`src/rtl/cpu_defs.sv`:
```
// Shared definitions for the fetch unit: opcode/funct encodings, FSM state
// encoding, next-PC source selection and small decode helpers.
package cpu_defs;

  localparam logic [5:0] OP_RTYPE = 6'b000000;
  localparam logic [5:0] OP_J     = 6'b000010;
  localparam logic [5:0] OP_JAL   = 6'b000011;
  localparam logic [5:0] OP_BEQ   = 6'b000100;
  localparam logic [5:0] OP_BNE   = 6'b000101;
  localparam logic [5:0] OP_ADDI  = 6'b001000;
  localparam logic [5:0] OP_XORI  = 6'b001110;
  localparam logic [5:0] OP_LW    = 6'b100011;
  localparam logic [5:0] OP_SW    = 6'b101011;

  localparam logic [5:0] FUNCT_JR = 6'b001000;

  typedef enum logic [1:0] {
    ST_FETCH = 2'b00,
    ST_HOLD  = 2'b01,
    ST_HALT  = 2'b10
  } fetch_state_e;

  typedef enum logic [1:0] {
    SEL_SEQ  = 2'b00,
    SEL_JUMP = 2'b01,
    SEL_JR   = 2'b10
  } npc_sel_e;

  // Pick the next-PC source. JR beats everything, J/JAL use the jump index,
  // and every other opcode (known or not) falls through to the sequential
  // path, where a taken branch shows up as a non-zero branch_offset.
  function automatic npc_sel_e decode_npc_sel(input logic [5:0] opcode,
                                              input logic [5:0] funct);
    npc_sel_e sel;
    sel = SEL_SEQ;
    case (opcode)
      OP_RTYPE: begin
        if (funct == FUNCT_JR) begin
          sel = SEL_JR;
        end else begin
          sel = SEL_SEQ;
        end
      end
      OP_J, OP_JAL: sel = SEL_JUMP;
      OP_BEQ, OP_BNE, OP_ADDI, OP_XORI, OP_LW, OP_SW: sel = SEL_SEQ;
      default: sel = SEL_SEQ;
    endcase
    return sel;
  endfunction

  // A fetch address is word aligned only when its two low bits are zero.
  function automatic logic is_misaligned(input logic [1:0] addr_lo);
    return (addr_lo != 2'b00);
  endfunction

endpackage

```
`src/rtl/next_pc_calc.sv`:
```
// Combinational next-PC selection. Arithmetic is plain 32-bit, so carries
// out of bit 31 wrap around.
module next_pc_calc
  import cpu_defs::*;
(
  input  logic [5:0]  opcode,
  input  logic [5:0]  funct,
  input  logic [25:0] jump_index,
  input  logic [31:0] jr_target,
  input  logic [31:0] branch_offset,
  input  logic [31:0] pc_plus4,
  output logic [31:0] next_pc,
  output logic        misaligned
);

  npc_sel_e sel_s;

  // Select the next PC from register target, jump index or sequential+offset.
  always_comb begin
    sel_s   = decode_npc_sel(opcode, funct);
    next_pc = pc_plus4 + branch_offset;
    case (sel_s)
      SEL_JR:   next_pc = jr_target;
      SEL_JUMP: next_pc = {pc_plus4[31:28], jump_index, 2'b00};
      SEL_SEQ:  next_pc = pc_plus4 + branch_offset;
      default:  next_pc = pc_plus4 + branch_offset;
    endcase
    misaligned = is_misaligned(next_pc[1:0]);
  end

endmodule

```
`src/rtl/pc_fetch_unit.sv`:
```
// Instruction fetch unit: holds the PC, fetches one instruction at a time,
// hands it to the core and advances the PC when the core is done with it.
// A misaligned next PC latches a sticky error and parks the unit in HALT.
module pc_fetch_unit
  import cpu_defs::*;
#(
  parameter logic [31:0] RESET_PC = 32'h0000_0000
) (
  input  logic        clk,
  input  logic        reset,
  input  logic [5:0]  opcode,
  input  logic [5:0]  funct,
  input  logic [25:0] jump_index,
  input  logic [31:0] jr_target,
  input  logic [31:0] branch_offset,
  input  logic        advance,
  output logic        imem_req,
  output logic [31:0] imem_addr,
  input  logic        imem_ack,
  input  logic [31:0] imem_data,
  output logic [31:0] instr,
  output logic        instr_valid,
  output logic [31:0] pc,
  output logic [31:0] pc_plus4,
  output logic        misalign_err
);

  fetch_state_e state_q, state_d;

  logic [31:0] pc_q, pc_d;
  logic [31:0] pc_plus4_q, pc_plus4_d;
  logic [31:0] instr_q, instr_d;
  logic        instr_valid_q, instr_valid_d;
  logic        misalign_q, misalign_d;

  logic [31:0] next_pc_s;
  logic        next_misaligned_s;
  logic        fetch_req_s;

  next_pc_calc u_next_pc_calc (
    .opcode        (opcode),
    .funct         (funct),
    .jump_index    (jump_index),
    .jr_target     (jr_target),
    .branch_offset (branch_offset),
    .pc_plus4      (pc_plus4_q),
    .next_pc       (next_pc_s),
    .misaligned    (next_misaligned_s)
  );

  // State register; reset parks the FSM in FETCH so fetching starts right after release.
  always_ff @(posedge clk) begin
    if (reset) begin
      state_q <= ST_FETCH;
    end else begin
      state_q <= state_d;
    end
  end

  // Next-state logic: ack moves FETCH to HOLD, advance moves HOLD on, HALT is terminal.
  always_comb begin
    state_d = state_q;
    case (state_q)
      ST_FETCH: begin
        if (imem_ack) begin
          state_d = ST_HOLD;
        end else begin
          state_d = ST_FETCH;
        end
      end
      ST_HOLD: begin
        if (advance) begin
          if (next_misaligned_s) begin
            state_d = ST_HALT;
          end else begin
            state_d = ST_FETCH;
          end
        end else begin
          state_d = ST_HOLD;
        end
      end
      ST_HALT: state_d = ST_HALT;
      default: state_d = ST_HALT;
    endcase
  end

  // Output decode: only FETCH requests memory.
  always_comb begin
    fetch_req_s = 1'b0;
    case (state_q)
      ST_FETCH: fetch_req_s = 1'b1;
      ST_HOLD:  fetch_req_s = 1'b0;
      ST_HALT:  fetch_req_s = 1'b0;
      default:  fetch_req_s = 1'b0;
    endcase
  end

  // Datapath next values: capture the fetched word, step the PC, latch misalignment.
  always_comb begin
    pc_d          = pc_q;
    pc_plus4_d    = pc_plus4_q;
    instr_d       = instr_q;
    instr_valid_d = instr_valid_q;
    misalign_d    = misalign_q;
    case (state_q)
      ST_FETCH: begin
        if (imem_ack) begin
          instr_d       = imem_data;
          instr_valid_d = 1'b1;
        end else begin
          instr_valid_d = 1'b0;
        end
      end
      ST_HOLD: begin
        if (advance) begin
          instr_valid_d = 1'b0;
          if (next_misaligned_s) begin
            misalign_d = 1'b1;
          end else begin
            pc_d       = next_pc_s;
            pc_plus4_d = next_pc_s + 32'd4;
          end
        end else begin
          instr_valid_d = 1'b1;
        end
      end
      ST_HALT: instr_valid_d = 1'b0;
      default: instr_valid_d = 1'b0;
    endcase
  end

  // Datapath registers; an ack coincident with reset is dropped here.
  always_ff @(posedge clk) begin
    if (reset) begin
      pc_q          <= RESET_PC;
      pc_plus4_q    <= RESET_PC + 32'd4;
      instr_q       <= 32'h0000_0000;
      instr_valid_q <= 1'b0;
      misalign_q    <= 1'b0;
    end else begin
      pc_q          <= pc_d;
      pc_plus4_q    <= pc_plus4_d;
      instr_q       <= instr_d;
      instr_valid_q <= instr_valid_d;
      misalign_q    <= misalign_d;
    end
  end

  // Handshake outputs are forced low for the whole time reset is high,
  // including the first cycle before the reset edge has been seen.
  assign imem_req     = fetch_req_s & ~reset;
  assign instr_valid  = instr_valid_q & ~reset;
  assign imem_addr    = pc_q;
  assign pc           = pc_q;
  assign pc_plus4     = pc_plus4_q;
  assign instr        = instr_q;
  assign misalign_err = misalign_q;

endmodule

```
`config.mk`:
```
export PLATFORM = sky130hd
export DESIGN_NAME = pc_fetch_unit
export DESIGN_NICKNAME = d
export VERILOG_FILES = /design/src/rtl/cpu_defs.sv /design/src/rtl/next_pc_calc.sv /design/src/rtl/pc_fetch_unit.sv
export SDC_FILE = /design/constraint.sdc
export NUM_CORES = 1
export LEC_CHECK = 0
export ABC_CLOCK_PERIOD_IN_PS = 10700
export BUFFER_PORTS_ARGS = -buffer_cell sky130_fd_sc_hd__buf_2
export CAP_MARGIN = 25
export CORE_ASPECT_RATIO = 1.1
export CORE_UTILIZATION = 41
export DETAILED_ROUTE_END_ITERATION = 8
export GPL_TIMING_DRIVEN = 0
export PLACE_DENSITY = 0.69
export RECOVER_POWER = 50
export SETUP_SLACK_MARGIN = 0.5
export SYNTH_ARGS = -nofsm -noshare
export SYNTH_HDL_FRONTEND = slang
export SYNTH_SLANG_ARGS = --single-unit
```
`constraint.sdc`:
```
create_clock -name clk -period 10.7 [get_ports clk]
set_input_delay 2.14 -clock clk [delete_from_list [all_inputs] [get_ports clk]]
set_output_delay 2.14 -clock clk [all_outputs]
set_load 0.01 [all_outputs]
```
==> out/metrics.json, run 1 <==
{
  "post-cts-setup-buffer-count": {"value": 0},
  "fillCellCount": {"value": 1710},
  "synthArstFlopShare": {"value": 0, "unit": "%"},
  "clk_transition_reported_paths": {"value": 70, "unit": "ps"},
  "final_nets": {"value": 1371},
  "finClkSkew": {"value": 7.77, "unit": "ps"},
  "worstSetupEndpointType": {"value": "flop"},
  "synth-edff-count": {"value": 0},
  "max_cap_viol_count": {"value": 0},
  "finalWeightedCongestion": {"value": 0.937},
  "synth_top_flop_cell": {"value": "sky130_fd_sc_hd__dfxtp_1"},
  "drt_drc_violations_left": {"value": 0},
  "p_leak": {"value": 3.74, "unit": "nW"},
  "design.core.area": {"value": 16400, "unit": "µm²"},
  "worstSetupStartpointType": {"value": "primary input"},
  "cts_stage_hold_buffer_count": {"value": 0},
  "timing_hold_violations_final": {"value": 0},
  "synthesis.nets": {"value": 1093},
  "drt_first_iter_violations": {"value": 516},
  "first_global_vias": {"value": 7369},
  "synth_cells": {"value": 920},
  "final_util": {"value": 53.2, "unit": "%"},
  "fin_setup_tns": {"value": 0, "unit": "ps"},
  "ys_seq_elements": {"value": 97},
  "vdd.ir_drop.worst": {"value": 89.6, "unit": "µV"},
  "tritoncts": {"value": "yes"},
  "slew_headroom": {"value": 40.5, "unit": "%"},
  "ys_warn_count": {"value": 0},
  "syn_area": {"value": 6940, "unit": "µm²"},
  "post_synth_num_cell_types": {"value": 86},
  "numClockSinks": {"value": 97},
  "fp.dieArea": {"value": 17400, "unit": "µm²"},
  "hold-worst-slack": {"value": 455, "unit": "ps"},
  "average_cell_area_after_synthesis": {"value": 7.54, "unit": "µm²"},
  "unrepaired_setup_endpoints_after_global_routing": {"value": "false"},
  "hpwlAfterDp": {"value": 20100, "unit": "µm"},
  "slew_viol_final": {"value": 0},
  "worstHoldPathType": {"value": "flop to flop"},
  "period_share": {"value": 58.2, "unit": "%"},
  "maximum_net_fanout_on_the_critical_path": {"value": 10},
  "placement.cell_area": {"value": 8530, "unit": "µm²"},
  "arrival": {"value": 6430, "unit": "ps"},
  "cts_repair_resize_count": {"value": 0},
  "total_inserted_antenna_cells": {"value": 0},
  "clock_path_buffers": {"value": 2},
  "detailedPlace.worstSlack": {"value": 4210, "unit": "ps"},
  "grt_pass1_wl": {"value": 39400, "unit": "µm"},
  "layout-area-overhead-vs-synth": {"value": 26.1, "unit": "%"},
  "initial_core_util": {"value": 42.2, "unit": "%"},
  "maxClockFrequency": {"value": 0.160, "unit": "GHz"},
  "finish.instance_area": {"value": 8740, "unit": "µm²"},
  "grt_overflow_total": {"value": 0},
  "avgRoutedWirePerCell": {"value": 18.1, "unit": "µm"},
  "power.density": {"value": 109, "unit": "nW/µm²"},
  "globalRouteTotalUtil": {"value": 28.8, "unit": "%"},
  "place.port_buffers": {"value": 267},
  "fp.dieW": {"value": 126, "unit": "µm"},
  "criticalPathCategory": {"value": "primary input to flop"},
  "cts_buf_count": {"value": 9},
  "dr_total_vias": {"value": 7868},
  "floorplan.rows": {"value": 49},
  "routed_wirelength": {"value": 25400, "unit": "µm"},
  "post_drt_via_cell_ratio": {"value": 5.59},
  "detailedRoute.firstPassIterationCount": {"value": 6},
  "synth.yosys.seq_area_share": {"value": 28.0, "unit": "%"},
  "routed_antenna_nets": {"value": 0},
  "num_io_pins": {"value": 269},
  "dieHeight": {"value": 138, "unit": "µm"},
  "timing.critical_path.required": {"value": 10890, "unit": "ps"},
  "cts-root-buf": {"value": "sky130_fd_sc_hd__clkbuf_16"},
  "fraction_of_final_layout_cells_sized_beyond_drive_strength_1": {"value": 22.6, "unit": "%"},
  "initial_antenna_violation_count": {"value": 0},
  "setup_ws": {"value": 4470, "unit": "ps"},
  "outcome": {"value": "finished clean"},
  "post-route-min-period": {"value": 6230, "unit": "ps"},
  "cts_max_level": {"value": 3},
  "pin_count_of_the_biggest_net_entering_global_routing": {"value": 17},
  "timing.final.setup_violations": {"value": 0},
  "timing_worst_slew_pin_value": {"value": 886, "unit": "ps"},
  "clk_latency": {"value": 350, "unit": "ps"}
}
-- worst max-delay path, cell delays in order --
cell and delay (ps):
sky130_fd_sc_hd__buf_2 90, sky130_fd_sc_hd__nor4_1 340, sky130_fd_sc_hd__nand3_1 150, sky130_fd_sc_hd__ha_1 390
sky130_fd_sc_hd__buf_2 300, sky130_fd_sc_hd__buf_2 320, sky130_fd_sc_hd__buf_2 290, sky130_fd_sc_hd__buf_1 510
sky130_fd_sc_hd__nand2_1 100, sky130_fd_sc_hd__nor2_1 160, sky130_fd_sc_hd__a21oi_1 100, sky130_fd_sc_hd__nor3_1 500
sky130_fd_sc_hd__buf_2 340, sky130_fd_sc_hd__buf_1 500, sky130_fd_sc_hd__a211oi_1 170
-- flip-flops by register name, indices dropped and copies added, names as in the netlist --
register	flops
instr	32
state_q	2
misalign_err	1
imem_addr	32
pc_plus4	30
-- synth_stat cells, drive strengths merged, types with 18 or more instances --
library cell / n / area share [%]
nor2: 92 / 5.0
inv: 20 / 1.1
o21ai: 42 / 3.0
nand3: 23 / 1.7
a21oi: 102 / 7.5
a211oi: 29 / 3.5
clkbuf: 38 / 2.1
nand2: 134 / 7.3
buf: 57 / 5.5
nor3: 24 / 1.7
a31oi: 18 / 1.6
dfxtp: 97 / 28
ha: 34 / 6.1
-- layout make-up --
type                            instances  area, µm²  share of cell area (%)
Sequential cell                        97       1940                    22.2
Clock buffer                           11        253                    2.89
Inverter                               20       75.1                   0.858
Multi-Input combinational cell        708       4390                    50.2
Tap cell                              204        255                    2.92
Buffer                                 95        527                    6.02
Clock inverter                          5       86.3                   0.987
Timing Repair Buffer                  267       1210                    13.9
-- logic make-up after synthesis --
kind of cell	share of synthesized area (%)
buf+inv	8.68
mux	0.884
fa+ha+maj	6.42
flops	28.0
compound gates	28.2
xor+xnor	3.03
simple gates	24.8
-- layer usage --
layer	wire, µm	vias to the layer above	track usage, %	share of wire (%)
met4	703	0	10.3	2.8
met3	1400	42	4.41	5.5
met5	0	-	0	0
met1	11100	3678	37.1	44
li1	-	3869	-	-
met2	12200	279	48.4	48
-- cells in the final DEF, fill, tap and decap left out, types with 5 or more instances in the layout --
cell type,netlist,layout
sky130_fd_sc_hd__a211oi_1,25,25
sky130_fd_sc_hd__buf_1,7,7
sky130_fd_sc_hd__a221oi_1,12,12
sky130_fd_sc_hd__buf_4,35,32
sky130_fd_sc_hd__buf_2,12,182
sky130_fd_sc_hd__ha_1,34,34
sky130_fd_sc_hd__a221o_1,5,5
sky130_fd_sc_hd__and3_1,6,6
sky130_fd_sc_hd__and2_1,6,6
sky130_fd_sc_hd__mux2i_1,5,5
sky130_fd_sc_hd__clkbuf_1,37,134
sky130_fd_sc_hd__a311oi_1,6,6
sky130_fd_sc_hd__a21o_1,11,11
sky130_fd_sc_hd__o21ai_0,37,37
sky130_fd_sc_hd__clkbuf_16,0,9
sky130_fd_sc_hd__nor4_1,5,5
sky130_fd_sc_hd__o211a_1,5,5
sky130_fd_sc_hd__nor3_1,24,24
sky130_fd_sc_hd__xor2_1,9,9
sky130_fd_sc_hd__inv_1,20,20
sky130_fd_sc_hd__xnor2_1,15,15
sky130_fd_sc_hd__nor2b_1,5,5
sky130_fd_sc_hd__nand4_1,11,11
sky130_fd_sc_hd__a22oi_1,12,12
sky130_fd_sc_hd__a21oi_1,100,100
sky130_fd_sc_hd__or3_1,14,14
sky130_fd_sc_hd__nand3_1,23,23
sky130_fd_sc_hd__nand3b_1,5,5
sky130_fd_sc_hd__a31oi_1,18,18
sky130_fd_sc_hd__o21ai_1,5,5
sky130_fd_sc_hd__nor2_1,92,92
sky130_fd_sc_hd__dfxtp_1,97,97
sky130_fd_sc_hd__nand2_1,134,134
-- final timing paths --
kind	from	end	slack [ps]	depth (start not counted)
max reg2reg	imem_addr[0]$_SDFFE_PP0P_	pc_plus4[25]$_SDFFE_PP0P_	6440	12
min reg2reg	instr[9]$_SDFFE_PP0P_	instr[9]$_SDFFE_PP0P_	450	2
max	opcode[3]	imem_addr[4]$_SDFFE_PP0P_	4470	15
min	instr[9]$_SDFFE_PP0P_	instr[9]$_SDFFE_PP0P_	450	2
-- report_power, final --
group / leakage, nW / internal, mW / total [mW] / switching (mW)
clock: 0.166 / 0.219 / 0.366 / 0.146
sequential: 0.788 / 0.375 / 0.385 / 0.00991
combinational: 2.78 / 0.0803 / 0.204 / 0.123
-- through the flow --
stage,power (mW),instances
2_1_floorplan,0.519,920
3_3_place_gp,0.594,1391
3_5_place_dp,0.596,1391
4_1_cts,0.961,1407
5_1_grt,0.997,1407
6_report,0.954,1407
No activity file was read; power rests on OpenSTA's default activity.
==> run 2: changes to the inputs <==
--- a/config.mk
+++ b/config.mk
@@ -5,14 +5,14 @@
 export SDC_FILE = /design/constraint.sdc
 export NUM_CORES = 1
 export LEC_CHECK = 0
-export ABC_CLOCK_PERIOD_IN_PS = 10700
+export ABC_CLOCK_PERIOD_IN_PS = 5600
 export BUFFER_PORTS_ARGS = -buffer_cell sky130_fd_sc_hd__buf_2
 export CAP_MARGIN = 25
 export CORE_ASPECT_RATIO = 1.1
 export CORE_UTILIZATION = 41
 export DETAILED_ROUTE_END_ITERATION = 8
 export GPL_TIMING_DRIVEN = 0
-export PLACE_DENSITY = 0.69
+export PLACE_DENSITY = 0.72
 export RECOVER_POWER = 50
 export SETUP_SLACK_MARGIN = 0.5
 export SYNTH_ARGS = -nofsm -noshare
==> constraint.sdc (replaced) <==
create_clock -name clk -period 5.6 [get_ports clk]
set_input_delay 1.12 -clock clk [delete_from_list [all_inputs] [get_ports clk]]
set_output_delay 1.12 -clock clk [all_outputs]
set_load 0.01 [all_outputs]
==> out/metrics.json, run 2 (synthesis gave the netlist of run 1 again) <==
{
  "final_nets": {"value": 1373},
  "timing_hold_violations_final": {"value": 0},
  "fin_setup_tns": {"value": 0, "unit": "ps"},
  "drt_first_iter_violations": {"value": 582},
  "grt_overflow_total": {"value": 0},
  "maximum_net_fanout_on_the_critical_path": {"value": 10},
  "final_util": {"value": 53.1, "unit": "%"},
  "max_cap_viol_count": {"value": 0},
  "crit_path_frequent_cell": {"value": "sky130_fd_sc_hd__buf_2"},
  "fillCellCount": {"value": 1725},
  "floorplan.rows": {"value": 49},
  "clock_path_buffers": {"value": 2},
  "switching_share": {"value": 31.9, "unit": "%"},
  "power.density": {"value": 199, "unit": "nW/µm²"},
  "routed_antenna_nets": {"value": 0},
  "globalRouteTotalUtil": {"value": 29.1, "unit": "%"},
  "mostFrequentLayoutCell": {"value": "sky130_fd_sc_hd__buf_2"},
  "post_drt_via_cell_ratio": {"value": 5.70},
  "highest_count_cells_in_the_layout_ignoring_fill_and_taps": {"value": "sky130_fd_sc_hd__buf_2, sky130_fd_sc_hd__clkbuf_1, sky130_fd_sc_hd__nand2_1"},
  "total_inserted_antenna_cells": {"value": 0},
  "timing.critical_path.required": {"value": 5800, "unit": "ps"},
  "worstHoldPathType": {"value": "flop to flop"},
  "intPower": {"value": 1.18, "unit": "mW"},
  "timing.final.setup_violations": {"value": 0},
  "clk_transition_reported_paths": {"value": 80, "unit": "ps"},
  "comb_power_share": {"value": 22.6, "unit": "%"},
  "post-route-min-period": {"value": 4730, "unit": "ps"},
  "fp.dieArea": {"value": 17400, "unit": "µm²"},
  "pin_count_of_the_biggest_net_entering_global_routing": {"value": 19},
  "layout-area-overhead-vs-synth": {"value": 25.7, "unit": "%"},
  "slew_headroom": {"value": 34.4, "unit": "%"},
  "slew_viol_final": {"value": 0},
  "arrival": {"value": 4930, "unit": "ps"},
  "fp.dieW": {"value": 126, "unit": "µm"},
  "worst_path_max_delay_cell": {"value": "sky130_fd_sc_hd__buf_1"},
  "design.core.area": {"value": 16400, "unit": "µm²"},
  "worstSetupEndpointType": {"value": "flop"},
  "finClkSkew": {"value": 9.34, "unit": "ps"},
  "num_io_pins": {"value": 269},
  "maxClockFrequency": {"value": 0.211, "unit": "GHz"},
  "hpwlAfterDp": {"value": 20300, "unit": "µm"},
  "tritoncts": {"value": "yes"},
  "worstSetupStartpointType": {"value": "primary input"},
  "initial_antenna_violation_count": {"value": 0},
  "detailedRoute.firstPassIterationCount": {"value": 6},
  "cts_buf_count": {"value": 9},
  "critPathMaxStageDelay": {"value": 410, "unit": "ps"},
  "grt_pass1_wl": {"value": 40000, "unit": "µm"},
  "fraction_of_final_layout_cells_sized_beyond_drive_strength_1": {"value": 22.9, "unit": "%"},
  "numClockSinks": {"value": 97},
  "vdd.ir_drop.worst": {"value": 163, "unit": "µV"},
  "criticalPathCategory": {"value": "primary input to flop"},
  "avgRoutedWirePerCell": {"value": 18.2, "unit": "µm"},
  "worstPathCellList": {"value": "buf_2 -> nor4_1 -> nand3_1 -> ha_1 -> buf_2 -> buf_2 -> buf_2 -> buf_2 -> nand2_1 -> nor2_1 -> a21oi_1 -> nor3_2 -> buf_2 -> buf_1 -> a211oi_1"},
  "cts_max_level": {"value": 3},
  "power_frac_seq": {"value": 42.4, "unit": "%"},
  "period_share": {"value": 84.5, "unit": "%"},
  "p_leak": {"value": 3.72, "unit": "nW"},
  "place.port_buffers": {"value": 267},
  "netSwitchingPower": {"value": 0.553, "unit": "mW"},
  "power_frac_clock": {"value": 35.0, "unit": "%"},
  "drt_drc_violations_left": {"value": 0},
  "routed_wirelength": {"value": 25600, "unit": "µm"},
  "dieHeight": {"value": 138, "unit": "µm"},
  "first_global_vias": {"value": 7408},
  "clk_latency": {"value": 350, "unit": "ps"},
  "unrepaired_setup_endpoints_after_global_routing": {"value": "false"},
  "outcome": {"value": "finished clean"},
  "initial_core_util": {"value": 42.2, "unit": "%"},
  "finalWeightedCongestion": {"value": 0.959},
  "cts-root-buf": {"value": "sky130_fd_sc_hd__clkbuf_16"},
  "timing_worst_slew_pin_value": {"value": 978, "unit": "ps"},
  "dr_total_vias": {"value": 8030}
}
-- run 2: cell types whose count changed in the layout (fill, tap and decap cells not counted), sizes merged --
cell      previous run  this run
buf                224       215
clkbuf             149       158
bufinv               2         0
clkinv               2         4
clkinvlp             0         1
inv                 21        22
-- run 2: worst max-delay path, delay by kind of cell --
family                   cells  cell delay (ps)
AND/OR/NAND/NOR              5             1100
buffers and inverters        7             2070
AO/OA/AOI/OAI                2              250
adder cells (fa/ha/maj)      1              380
-- run 2: metal layers --
metal	share of wire, %	vias up	track usage, %
li1	-	3880	-
met1	44	3764	38.2
met2	47	323	48.1
met3	5.3	63	3.68
met4	3.4	0	12.0
met5	0	-	0
-- run 2: repair_timing --
| action | in CTS | in global routing |
|---|---|---|
| gates resized for setup | 1 | 5 |
| pin swaps | 0 | 1 |
| endpoints found under the setup margin | 16 | 36 |
| hold buffers | 0 | 0 |
| hold endpoints to repair | 0 | 0 |
| buffers inserted | 0 | 2 |
-- run 2: power by group through the flow --
stage	clock network (mW)	logic, mW	registers (mW)
after floorplan	0	0.233	0.758
after global placement	0	0.386	0.749
after detailed placement	0	0.390	0.750
final	0.606	0.391	0.735
after global routing	0.639	0.430	0.738
after CTS	0.615	0.393	0.734
-- run 2: worst paths after layout --
| check | from | end | slack (ps) | depth (start not counted) |
|---|---|---|---|---|
| worst max-delay path | opcode[3] | imem_addr[9]$_SDFFE_PP0P_ | 870 | 15 |
| worst max register to register | imem_addr[0]$_SDFFE_PP0P_ | pc_plus4[25]$_SDFFE_PP0P_ | 1480 | 13 |
| worst min register to register | instr[10]$_SDFFE_PP0P_ | instr[10]$_SDFFE_PP0P_ | 460 | 2 |
| worst min-delay path | instr[10]$_SDFFE_PP0P_ | instr[10]$_SDFFE_PP0P_ | 460 | 2 |
-- run 2: metrics by stage --
| step | hold slack (ps) | cells | total power, mW | area, µm² | setup slack, ps |
|---|---|---|---|---|---|
| global placement | 439 | 1391 | 1.13 | 8530 | 57.9 |
| floorplan | 481 | 920 | 0.991 | 6940 | 1480 |
| finish | 459 | 1409 | 1.73 | 8720 | 869 |
| CTS | 454 | 1407 | 1.74 | 8820 | 659 |
| detailed placement | 444 | 1391 | 1.14 | 8530 | 42.5 |
| global route | 482 | 1409 | 1.81 | 8720 | 506 |
-- run 2: final cells by class --
type	count	area, µm²	area share [%]
repair buffers	269	1220	14.0
clock inverters	7	63.8	0.732
flip-flops and latches	97	1940	22.3
well taps	204	255	2.93
multi-input cells	708	4400	50.5
inverters	20	75.1	0.861
clock buffers	9	225	2.58
plain buffers	95	532	6.10
==> run 3: changes to the inputs <==
--- a/config.mk
+++ b/config.mk
@@ -5,14 +5,14 @@
 export SDC_FILE = /design/constraint.sdc
 export NUM_CORES = 1
 export LEC_CHECK = 0
-export ABC_CLOCK_PERIOD_IN_PS = 5600
+export ABC_CLOCK_PERIOD_IN_PS = 4400
 export BUFFER_PORTS_ARGS = -buffer_cell sky130_fd_sc_hd__buf_2
 export CAP_MARGIN = 25
 export CORE_ASPECT_RATIO = 1.1
 export CORE_UTILIZATION = 41
 export DETAILED_ROUTE_END_ITERATION = 8
 export GPL_TIMING_DRIVEN = 0
-export PLACE_DENSITY = 0.72
+export PLACE_DENSITY = 0.69
 export RECOVER_POWER = 50
 export SETUP_SLACK_MARGIN = 0.5
 export SYNTH_ARGS = -nofsm -noshare
==> constraint.sdc (replaced) <==
create_clock -name clk -period 4.4 [get_ports clk]
set_input_delay 0.88 -clock clk [delete_from_list [all_inputs] [get_ports clk]]
set_output_delay 0.88 -clock clk [all_outputs]
set_load 0.01 [all_outputs]
==> out/metrics.json, run 3 (synthesis gave the netlist of run 1 again) <==
{
  "outcome": {"value": "finished clean"},
  "routed_antenna_nets": {"value": 0},
  "slew_viol_final": {"value": 0},
  "clock_path_buffers": {"value": 2},
  "cts_buf_count": {"value": 9},
  "critical_path_cell_count": {"value": 14},
  "layout-area-overhead-vs-synth": {"value": 34.9, "unit": "%"},
  "detailedPlace.worstSlack": {"value": -830, "unit": "ps"},
  "worstHoldPathType": {"value": "flop to flop"},
  "fp.dieArea": {"value": 17400, "unit": "µm²"},
  "maximum_net_fanout_on_the_critical_path": {"value": 7},
  "unrepaired_setup_endpoints_after_global_routing": {"value": "true"},
  "fillCellCount": {"value": 1637},
  "clk_latency": {"value": 350, "unit": "ps"},
  "fraction_of_final_layout_cells_sized_beyond_drive_strength_1": {"value": 29.4, "unit": "%"},
  "design.core.area": {"value": 16400, "unit": "µm²"},
  "detailedRoute.firstPassIterationCount": {"value": 5},
  "p_leak": {"value": 4.03, "unit": "nW"},
  "num_io_pins": {"value": 269},
  "timing.critical_path.required": {"value": 4670, "unit": "ps"},
  "tritoncts": {"value": "yes"},
  "finClkSkew": {"value": 8.11, "unit": "ps"},
  "register_to_register_path_setup_slack": {"value": 650, "unit": "ps"},
  "arrival": {"value": 4140, "unit": "ps"},
  "worst_setup_path_startpoint": {"value": "branch_offset[6]"},
  "globalRouteTotalUtil": {"value": 29.0, "unit": "%"},
  "initial_antenna_violation_count": {"value": 0},
  "first_global_vias": {"value": 7428},
  "maxClockFrequency": {"value": 0.258, "unit": "GHz"},
  "place.port_buffers": {"value": 267},
  "power.density": {"value": 254, "unit": "nW/µm²"},
  "highest_count_cells_in_the_layout_ignoring_fill_and_taps": {"value": "sky130_fd_sc_hd__buf_2, sky130_fd_sc_hd__nand2_1, sky130_fd_sc_hd__clkbuf_1"},
  "post_drt_via_cell_ratio": {"value": 5.62},
  "worst_setup_path_endpoint": {"value": "pc_plus4[26]$_SDFFE_PP0P_"},
  "dr_total_vias": {"value": 8067},
  "timing.critical_path.max_delay_family": {"value": "compound AO/OA/AOI/OAI gates"},
  "finalWeightedCongestion": {"value": 0.937},
  "pin_count_of_the_biggest_net_entering_global_routing": {"value": 17},
  "worstSetupStartpointType": {"value": "primary input"},
  "max_cap_viol_count": {"value": 0},
  "dieHeight": {"value": 138, "unit": "µm"},
  "fp.dieW": {"value": 126, "unit": "µm"},
  "timing.final.setup_violations": {"value": 0},
  "timing_hold_violations_final": {"value": 0},
  "drt_first_iter_violations": {"value": 546},
  "period_share": {"value": 88.0, "unit": "%"},
  "worst_path_max_delay_cell": {"value": "sky130_fd_sc_hd__ha_1"},
  "criticalPathCategory": {"value": "primary input to flop"},
  "cp_buf_inv_count": {"value": 3},
  "cts-root-buf": {"value": "sky130_fd_sc_hd__clkbuf_16"},
  "hpwlAfterDp": {"value": 20100, "unit": "µm"},
  "grt_overflow_total": {"value": 0},
  "worstPathCellList": {"value": "buf_2 -> ha_1 -> a21o_1 -> a21oi_1 -> nor4b_4 -> a2111oi_1 -> or3_1 -> a31oi_4 -> or2_2 -> nor4_4 -> buf_4 -> buf_6 -> a21o_2 -> a311oi_2"},
  "slew_headroom": {"value": 53.7, "unit": "%"},
  "ff2ff_path_depth": {"value": 17},
  "avgRoutedWirePerCell": {"value": 18.1, "unit": "µm"},
  "mostFrequentLayoutCell": {"value": "sky130_fd_sc_hd__buf_2"},
  "cts_max_level": {"value": 3},
  "rr_startpoint": {"value": "imem_addr[0]$_SDFFE_PP0P_"},
  "total_inserted_antenna_cells": {"value": 0},
  "clk_transition_reported_paths": {"value": 70, "unit": "ps"},
  "floorplan.rows": {"value": 49},
  "finish.instance_area": {"value": 9360, "unit": "µm²"},
  "critPathMaxStageDelay": {"value": 370, "unit": "ps"},
  "grt_pass1_wl": {"value": 39700, "unit": "µm"},
  "hold-worst-slack": {"value": 455, "unit": "ps"},
  "worstSetupEndpointType": {"value": "flop"},
  "numClockSinks": {"value": 97},
  "final_nets": {"value": 1400},
  "setup_ws": {"value": 526, "unit": "ps"},
  "timing.rr.end": {"value": "pc_plus4[26]$_SDFFE_PP0P_"},
  "post-route-min-period": {"value": 3870, "unit": "ps"},
  "vdd.ir_drop.worst": {"value": 217, "unit": "µV"},
  "routed_wirelength": {"value": 26000, "unit": "µm"},
  "initial_core_util": {"value": 42.2, "unit": "%"},
  "timing_worst_slew_pin_value": {"value": 688, "unit": "ps"},
  "drt_drc_violations_left": {"value": 0},
  "placement.cell_area": {"value": 8530, "unit": "µm²"}
}
-- run 3: worst register-to-register path: stages, from the launching register on --
cell and delay, ps:
sky130_fd_sc_hd__dfxtp_1 500, sky130_fd_sc_hd__ha_4 190, sky130_fd_sc_hd__inv_2 40, sky130_fd_sc_hd__fa_2 400, sky130_fd_sc_hd__nand2b_4 170, sky130_fd_sc_hd__a211oi_4 320
sky130_fd_sc_hd__buf_4 180, sky130_fd_sc_hd__a21oi_4 60, sky130_fd_sc_hd__a2111oi_4 310, sky130_fd_sc_hd__nor3_2 90, sky130_fd_sc_hd__and2b_4 290, sky130_fd_sc_hd__nand4b_4 160
sky130_fd_sc_hd__buf_6 180, sky130_fd_sc_hd__nor4_4 230, sky130_fd_sc_hd__buf_4 190, sky130_fd_sc_hd__buf_6 100, sky130_fd_sc_hd__a21o_2 120, sky130_fd_sc_hd__a311oi_2 90
-- run 3: metal layers --
| layer | vias to the layer above | global-route usage (%) | wire [µm] | share of wire, % |
|---|---|---|---|---|
| li1 | 3931 | - | - | - |
| met1 | 3798 | 37.4 | 11100 | 43 |
| met2 | 289 | 47.9 | 12600 | 48 |
| met3 | 49 | 5.07 | 1510 | 5.8 |
| met4 | 0 | 11.5 | 816 | 3.1 |
| met5 | - | 0 | 0 | 0 |
-- run 3: where the power goes --
part | internal [mW] | total (mW) | switching, mW
logic | 0.227 | 0.550 | 0.323
registers | 0.911 | 0.935 | 0.0240
clock network | 0.534 | 0.891 | 0.357
total | 1.67 | 2.38 | 0.704
-- run 3: final cells by class --
| type | count | area, µm² | share of cell area, % |
|---|---|---|---|
| multi-input combinational | 708 | 4700 | 50.2 |
| inverter | 20 | 75.1 | 0.802 |
| clock inverter | 5 | 86.3 | 0.923 |
| clock buffer | 11 | 253 | 2.70 |
| tap | 204 | 255 | 2.73 |
| timing repair buffer | 296 | 1450 | 15.5 |
| buffer | 95 | 596 | 6.37 |
| sequential | 97 | 1940 | 20.8 |
-- run 3: how the worst min path moves through the flow --
stage,from,end,slack [ps],cells after the start
after floorplan,instr[0]$_SDFFE_PP0P_,instr[0]$_SDFFE_PP0P_,480,2
after global placement,instr[27]$_SDFFE_PP0P_,instr[27]$_SDFFE_PP0P_,440,2
after detailed placement,instr[26]$_SDFFE_PP0P_,instr[26]$_SDFFE_PP0P_,440,2
after CTS,instr[26]$_SDFFE_PP0P_,instr[26]$_SDFFE_PP0P_,450,2
after global routing,instr[19]$_SDFFE_PP0P_,instr[19]$_SDFFE_PP0P_,470,2
final,instr[9]$_SDFFE_PP0P_,instr[9]$_SDFFE_PP0P_,450,2
-- run 3: what timing repair did --
item	in CTS	in global routing
hold buffers	0	0
resized for setup	38	70
gates cloned	0	0
setup endpoints to repair	62	62
pin swaps	6	21
buffers inserted	8	21
-- run 3: per-stage QoR --
stage,TNS [ps],util [%],power (mW),instances
6_report,0,56.9,2.38,1436
5_1_grt,0,56.9,2.48,1436
4_1_cts,0,55.0,2.35,1415
3_5_place_dp,-40150,51.9,1.45,1391
3_3_place_gp,-41130,51.9,1.45,1391
2_1_floorplan,0,-,1.26,920
